[config.mk]
export PLATFORM = sky130hd
export DESIGN_NAME = mmio_hub_flat
export DESIGN_NICKNAME = d
export VERILOG_FILES = /design/src/rtl/mmio_hub_if.sv /design/src/rtl/mmio_hub.sv /design/src/flat_wrapper.sv
export SDC_FILE = /design/constraint.sdc
export NUM_CORES = 1
export LEC_CHECK = 0
export ABC_AREA = 0
export BUFFER_PORTS_ARGS = -buffer_cell sky130_fd_sc_hd__clkbuf_2
export CORE_ASPECT_RATIO = 1.2
export CORE_MARGIN = 2
export CORE_UTILIZATION = 40
export CTS_CLUSTER_DIAMETER = 50
export CTS_CLUSTER_SIZE = 14
export DETAILED_ROUTE_END_ITERATION = 16
export MAX_ROUTING_LAYER = met4
export PLACE_DENSITY_LB_ADDON = 0.15
export SLEW_MARGIN = 25
export SYNTH_ARGS = -nofsm -noshare
export SYNTH_HDL_FRONTEND = slang
export SYNTH_SLANG_ARGS = --single-unit
[constraint.sdc]
create_clock -name clk -period 9.6 [get_ports clk]
set_input_delay 1.44 -clock clk [delete_from_list [all_inputs] [get_ports clk]]
set_output_delay 1.44 -clock clk [all_outputs]
set_load 0.05 [all_outputs]
[src/rtl/mmio_hub_if.sv]
// CPU-side MMIO bus for mmio_hub: address/data/strobes from the CPU,
// with the decode hit and combinational read data coming back.
interface mmio_hub_if;
  logic [31:0] addr;
  logic [31:0] wd;
  logic        we;
  logic        rd_en;
  logic        hit;
  logic [31:0] rd;

  modport master (output addr, wd, we, rd_en, input hit, rd);
  modport slave  (input addr, wd, we, rd_en, output hit, rd);
endinterface

[src/rtl/mmio_hub.sv]
// MMIO hub: keyboard scancode FIFO with STATUS/KBDATA/CTRL registers plus tile registers.
// Optional keyboard interrupt enabled by defining MMIO_HUB_IRQ_EN.
module mmio_hub #(
  parameter logic [31:0] BASE_ADDR  = 32'h0000_1000,
  parameter int          FIFO_DEPTH = 8,
  parameter int          N_TILES    = 4
) (
  input  logic                   clk,
  input  logic                   reset,
  mmio_hub_if.slave              bus,
  input  logic                   kb_valid,
  input  logic [7:0]             kb_data,
  output logic [13*N_TILES-1:0]  tiles,
  output logic                   irq
);

  localparam int AW = $clog2(FIFO_DEPTH);
  localparam int CW = AW + 1;

  localparam logic [29:0] W_STATUS = 30'd0;
  localparam logic [29:0] W_KBDATA = 30'd1;
  localparam logic [29:0] W_CTRL   = 30'd2;
  localparam logic [29:0] W_TILE0  = 30'd4;

  logic [29:0]   word;
  logic          hit;
  logic [31:0]   rd_data;
  logic [31:0]   ctrl_rd;

  logic [7:0]    mem_q [FIFO_DEPTH];
  logic [AW-1:0] wr_ptr_q, wr_ptr_d;
  logic [AW-1:0] rd_ptr_q, rd_ptr_d;
  logic [CW-1:0] count_q, count_d;
  logic          ovf_q, ovf_d;
  logic [12:0]   tile_q [N_TILES];
  logic [12:0]   tile_d [N_TILES];

  logic empty, full, pop, do_push, ctrl_wr, flush, clr_ovf;
  logic unused_wd;

  // Word offset into the window; the address below BASE wraps to a huge value and misses.
  assign word = bus.addr[31:2] - BASE_ADDR[31:2];
  assign hit  = word < (W_TILE0 + 30'(N_TILES));

  assign empty   = (count_q == '0);
  assign full    = (count_q == CW'(FIFO_DEPTH));
  assign pop     = bus.rd_en && hit && (word == W_KBDATA) && !empty;
  assign ctrl_wr = bus.we && hit && (word == W_CTRL);
  assign flush   = ctrl_wr && bus.wd[1];
  assign clr_ovf = ctrl_wr && bus.wd[0];

  assign unused_wd = ^bus.wd[31:13];

  always_comb begin
    wr_ptr_d = wr_ptr_q;
    rd_ptr_d = rd_ptr_q;
    count_d  = count_q;
    ovf_d    = ovf_q;
    do_push  = 1'b0;
    if (flush) begin
      wr_ptr_d = '0;
      rd_ptr_d = '0;
      count_d  = '0;
    end else begin
      // A pop frees a slot in the same edge, so a push into a full FIFO still lands.
      do_push = kb_valid && (!full || pop);
      if (pop)     rd_ptr_d = rd_ptr_q + AW'(1);
      if (do_push) wr_ptr_d = wr_ptr_q + AW'(1);
      count_d = count_q + CW'(do_push) - CW'(pop);
    end
    if (clr_ovf) ovf_d = 1'b0;
    if (kb_valid && full && !pop && !flush) ovf_d = 1'b1;
  end

  always_comb begin
    tile_d = tile_q;
    if (bus.we && hit) begin
      for (int i = 0; i < N_TILES; i++) begin
        if (word == W_TILE0 + 30'(i)) tile_d[i] = bus.wd[12:0];
      end
    end
  end

  always_comb begin
    rd_data = '0;
    if (hit) begin
      case (word)
        W_STATUS: rd_data = {16'b0, 8'(count_q), 5'b0, ovf_q, full, !empty};
        W_KBDATA: if (!empty) rd_data = {24'b0, mem_q[rd_ptr_q]};
        W_CTRL:   rd_data = ctrl_rd;
        default: begin
          for (int i = 0; i < N_TILES; i++) begin
            if (word == W_TILE0 + 30'(i)) rd_data = {19'b0, tile_q[i]};
          end
        end
      endcase
    end
  end

  assign bus.hit = hit;
  assign bus.rd  = rd_data;

  always_comb begin
    for (int i = 0; i < N_TILES; i++) tiles[13*i +: 13] = tile_q[i];
  end

  // NOTE: sequential state uses non-blocking assignments so every flop samples pre-edge values.
  always_ff @(posedge clk) begin
    if (reset) begin
      wr_ptr_q <= '0;
      rd_ptr_q <= '0;
      count_q  <= '0;
      ovf_q    <= 1'b0;
      for (int i = 0; i < N_TILES; i++) tile_q[i] <= '0;
    end else begin
      wr_ptr_q <= wr_ptr_d;
      rd_ptr_q <= rd_ptr_d;
      count_q  <= count_d;
      ovf_q    <= ovf_d;
      tile_q   <= tile_d;
    end
  end

  // NOTE: FIFO storage is deliberately not reset; entries are only visible through count/pointers.
  always_ff @(posedge clk) begin
    if (do_push) mem_q[wr_ptr_q] <= kb_data;
  end

`ifdef MMIO_HUB_IRQ_EN
  logic irq_en_q, irq_en_d;
  logic irq_q, irq_d;

  always_comb begin
    irq_en_d = ctrl_wr ? bus.wd[2] : irq_en_q;
    irq_d    = irq_en_q && !empty;
  end

  always_ff @(posedge clk) begin
    if (reset) begin
      irq_en_q <= 1'b0;
      irq_q    <= 1'b0;
    end else begin
      irq_en_q <= irq_en_d;
      irq_q    <= irq_d;
    end
  end

  assign ctrl_rd = {29'b0, irq_en_q, 2'b0};
  assign irq     = irq_q;
`else
  assign ctrl_rd = '0;
  assign irq     = 1'b0;
`endif

endmodule

[src/flat_wrapper.sv]
// flat-port wrapper written by rule: the top's interface ports become plain ports
module mmio_hub_flat 
#(
  parameter logic [31:0] BASE_ADDR  = 32'h0000_1000,
  parameter int          FIFO_DEPTH = 8,
  parameter int          N_TILES    = 4
)
  (clk, reset, kb_valid, kb_data, tiles, irq, bus_addr, bus_wd, bus_we, bus_rd_en, bus_hit, bus_rd);
  mmio_hub_if bus_i ();
  input  logic clk;
  input  logic reset;
  input  logic kb_valid;
  input  logic [7:0] kb_data;
  output logic [13*N_TILES-1:0] tiles;
  output logic irq;
  input wire logic [$bits(bus_i.addr)-1:0] bus_addr;
  input wire logic [$bits(bus_i.wd)-1:0] bus_wd;
  input wire logic [$bits(bus_i.we)-1:0] bus_we;
  input wire logic [$bits(bus_i.rd_en)-1:0] bus_rd_en;
  output wire logic [$bits(bus_i.hit)-1:0] bus_hit;
  output wire logic [$bits(bus_i.rd)-1:0] bus_rd;
  assign bus_i.addr = bus_addr;
  assign bus_i.wd = bus_wd;
  assign bus_i.we = bus_we;
  assign bus_i.rd_en = bus_rd_en;
  assign bus_hit = bus_i.hit;
  assign bus_rd = bus_i.rd;
  mmio_hub #(.BASE_ADDR(BASE_ADDR), .FIFO_DEPTH(FIFO_DEPTH), .N_TILES(N_TILES)) u_core (.clk(clk), .reset(reset), .bus(bus_i), .kb_valid(kb_valid), .kb_data(kb_data), .tiles(tiles), .irq(irq));
endmodule
==> impl_metrics.tcl <==
set metrics [dict create \
    status "complete, no violations" \
    critPathArrivalTime_ps 4390 \
    cts_tree "done" \
    post_cts_buffers 0 \
    area_growth_pct 20.3 \
    powerDensity_nw_per_um2 190 \
    grt_pass1_vias 4219 \
    grt.total_usage 0.191 \
    cts_resized 0 \
    skew_ps 6.41 \
    busiest_layer "met2" \
    use_met2 0.321 \
    fin_tns_setup_ps 0 \
    ys_warn_count 0 \
    seq_area_frac_synth 0.537 \
    power.leakage_nw 3.19 \
    required_ps 8160 \
    die_h_um 139 \
    cp_max_fo 14 \
    core_area_um2 14900 \
    min_period_ps 5830 \
    drive_gt1_frac 0.301 \
    multi_input_area_um2 2470 \
    fmax_ghz 0.171 \
    drc_errors 0 \
    nets 708 \
    drtAntennaViolNets 0 \
    p_sw_frac 0.250 \
    synthFlopType "dfxtp_1" \
    drt_iter0_markers 196 \
    yosysMostFrequentCell "nor2_1" \
    synth.distinct_cells 50 \
    die_x_um 116 \
    clk_pin_slew_ps 60 \
    cts_root_buf "clkbuf_16" \
    vias 4227 \
    maxCapViolCount 0 \
    grt_max_degree 56 \
    max_slew_margin 0.295 \
    ctsHoldBuffers 0 \
    setup.worst_path.class "input port to output pin" \
    first_pass_iters 5 \
    dp_hpwl_um 9860 \
    syn_area_um2 6040 \
    wl_um 14200 \
    yosysTopAreaCellShare 0.318 \
    rr_startpoint "u_core.count_q[2]" \
    cts_buffers 17 \
    fillerInstances 1379 \
    switchingPower_mw 0.346 \
    antenna_found_initial 0 \
    synthCells 510 \
    clkPwrFrac 0.458 \
    rsz0062_at_grt "false" \
    maxSlewViolCount 0 \
    cts_buffer_depth 2 \
    diodes 0 \
    p_int_mw 1.04 \
    htree_levels 4 \
    power_frac_comb 0.100 \
    wl_per_cell_um 17.0 \
    grt_pass1_wl_um 22600 \
    seq_area_um2 3240 \
    initial_core_util 0.405 \
    ys_ff_latch 130 \
    dieArea_um2 16100 \
    pin_count 163 \
    end_kind "output pin" \
    clkLatencyLatePin_ps 420 \
    worstHoldStart "u_core.ovf_q" \
    tightest_slew_ps 1050 \
    io_buffers 121 \
    cts_sinks 130 \
    synth-edff-count 64 \
    met3_usage 0.0424 \
    finalSetupViolCount 0 \
    post-route-util 0.488 \
    async_flop_share 0 \
    overflow 0 \
    cp-start-kind "input port" \
    syn_area_per_cell_um2 11.8 \
    crit_start "bus_addr[17]" \
    row_count 49 \
    seqPwrFrac 0.442 \
    synthTopCellsByArea "edfxtp_1 (32%), dfxtp_1 (22%), mux2i_1 (11%), mux4_2 (6.7%), nor2_1 (4.8%)" \
    period_share 0.607 \
    grt.met1_usage 0.229 \
    min_path_type "register to register" \
    avgViaCountPerCell 5.04 \
    vdd_ir_drop_max_mv 0.141 \
    synth_common_cells "nor2_1 (78), dfxtp_1 (66), edfxtp_1 (64), mux2i_1 (64)" \
    gp_congestion 0.804 \
    hold_viol 0 \
    yosys.area.top_type "edfxtp_1" \
]
worst max-delay path, cell delays in order:
cell and delay, ps:
clkbuf_2 80, or3_4 390, or4_4 500, a211oi_1 560, nand2_1 500, a2111oi_0 550, clkbuf_2 360
routing by layer:
layer,vias up,part of all wire
li1,2070,-
met1,2051,0.42
met2,97,0.53
met3,9,0.041
met4,0,0.0091
met5,-,0
cell families (layout without fill, tap and decap cells):
family	count (synthesis)	count (layout)	share of synthesized area
adders and majority gates	8	8	0.0178
muxes	87	87	0.183
buffers and inverters	66	172	0.0659
xor gates and xnor gates	4	4	0.00580
other	1	20	0.000621
AOI/OAI and AO/OA	59	59	0.0677
and+or+nand+nor	155	155	0.123
DFF	130	130	0.537
worst paths after layout:
path / slack, ps / depth (start not counted) / end
min reg2reg: 480 / 2 / u_core.ovf_q
min: 480 / 2 / u_core.ovf_q
max: 3770 / 7 / bus_rd[9]
max reg2reg: 6480 / 8 / u_core.mem_q[4][2]
per-stage QoR:
step	cells	hold WS [ps]	worst slack [ps]	instance area [um2]	power, mW
after floorplan	529	447	2630	6110	0.724
after global placement	808	472	3670	6680	0.758
after detailed placement	808	474	3660	6690	0.763
after CTS	839	479	3660	7260	1.40
after global routing	839	522	3420	7260	1.44
final	839	481	3770	7260	1.38
cell type report:
class / count / area share
Timing Repair Buffer: 129 / 0.0920
Sequential cell: 130 / 0.446
Clock inverter: 14 / 0.0210
Multi-Input combinational cell: 333 / 0.341
Clock buffer: 17 / 0.0586
Tap cell: 204 / 0.0351
Inverter: 12 / 0.00620
flip-flops by register name, summed over array words and instances (netlist names), named ones only:
signal,count
u_core.mem_q,64
u_core.tiles,52
u_core.count_q,4
u_core.rd_ptr_q,3
u_core.wr_ptr_q,3
u_core.ovf_q,1
power by group through the flow:
stage | Combinational, mW | Sequential, mW | Clock [mW]
5_1_grt | 0.154 | 0.613 | 0.670
4_1_cts | 0.140 | 0.612 | 0.645
2_1_floorplan | 0.103 | 0.621 | 0
3_3_place_gp | 0.136 | 0.622 | 0
3_5_place_dp | 0.140 | 0.623 | 0
6_report | 0.138 | 0.611 | 0.633
layout by cell type (no fill, tap or decap), drive strengths merged, types with 10 or more instances in the layout:
master / n
o21ai: 11
nor2: 78
clkbuf: 138
mux4: 18
dfxtp: 66
conb: 20
edfxtp: 64
nand2: 21
o22ai: 10
inv: 18
mux2i: 64
(Power assumes the default switching activity.)
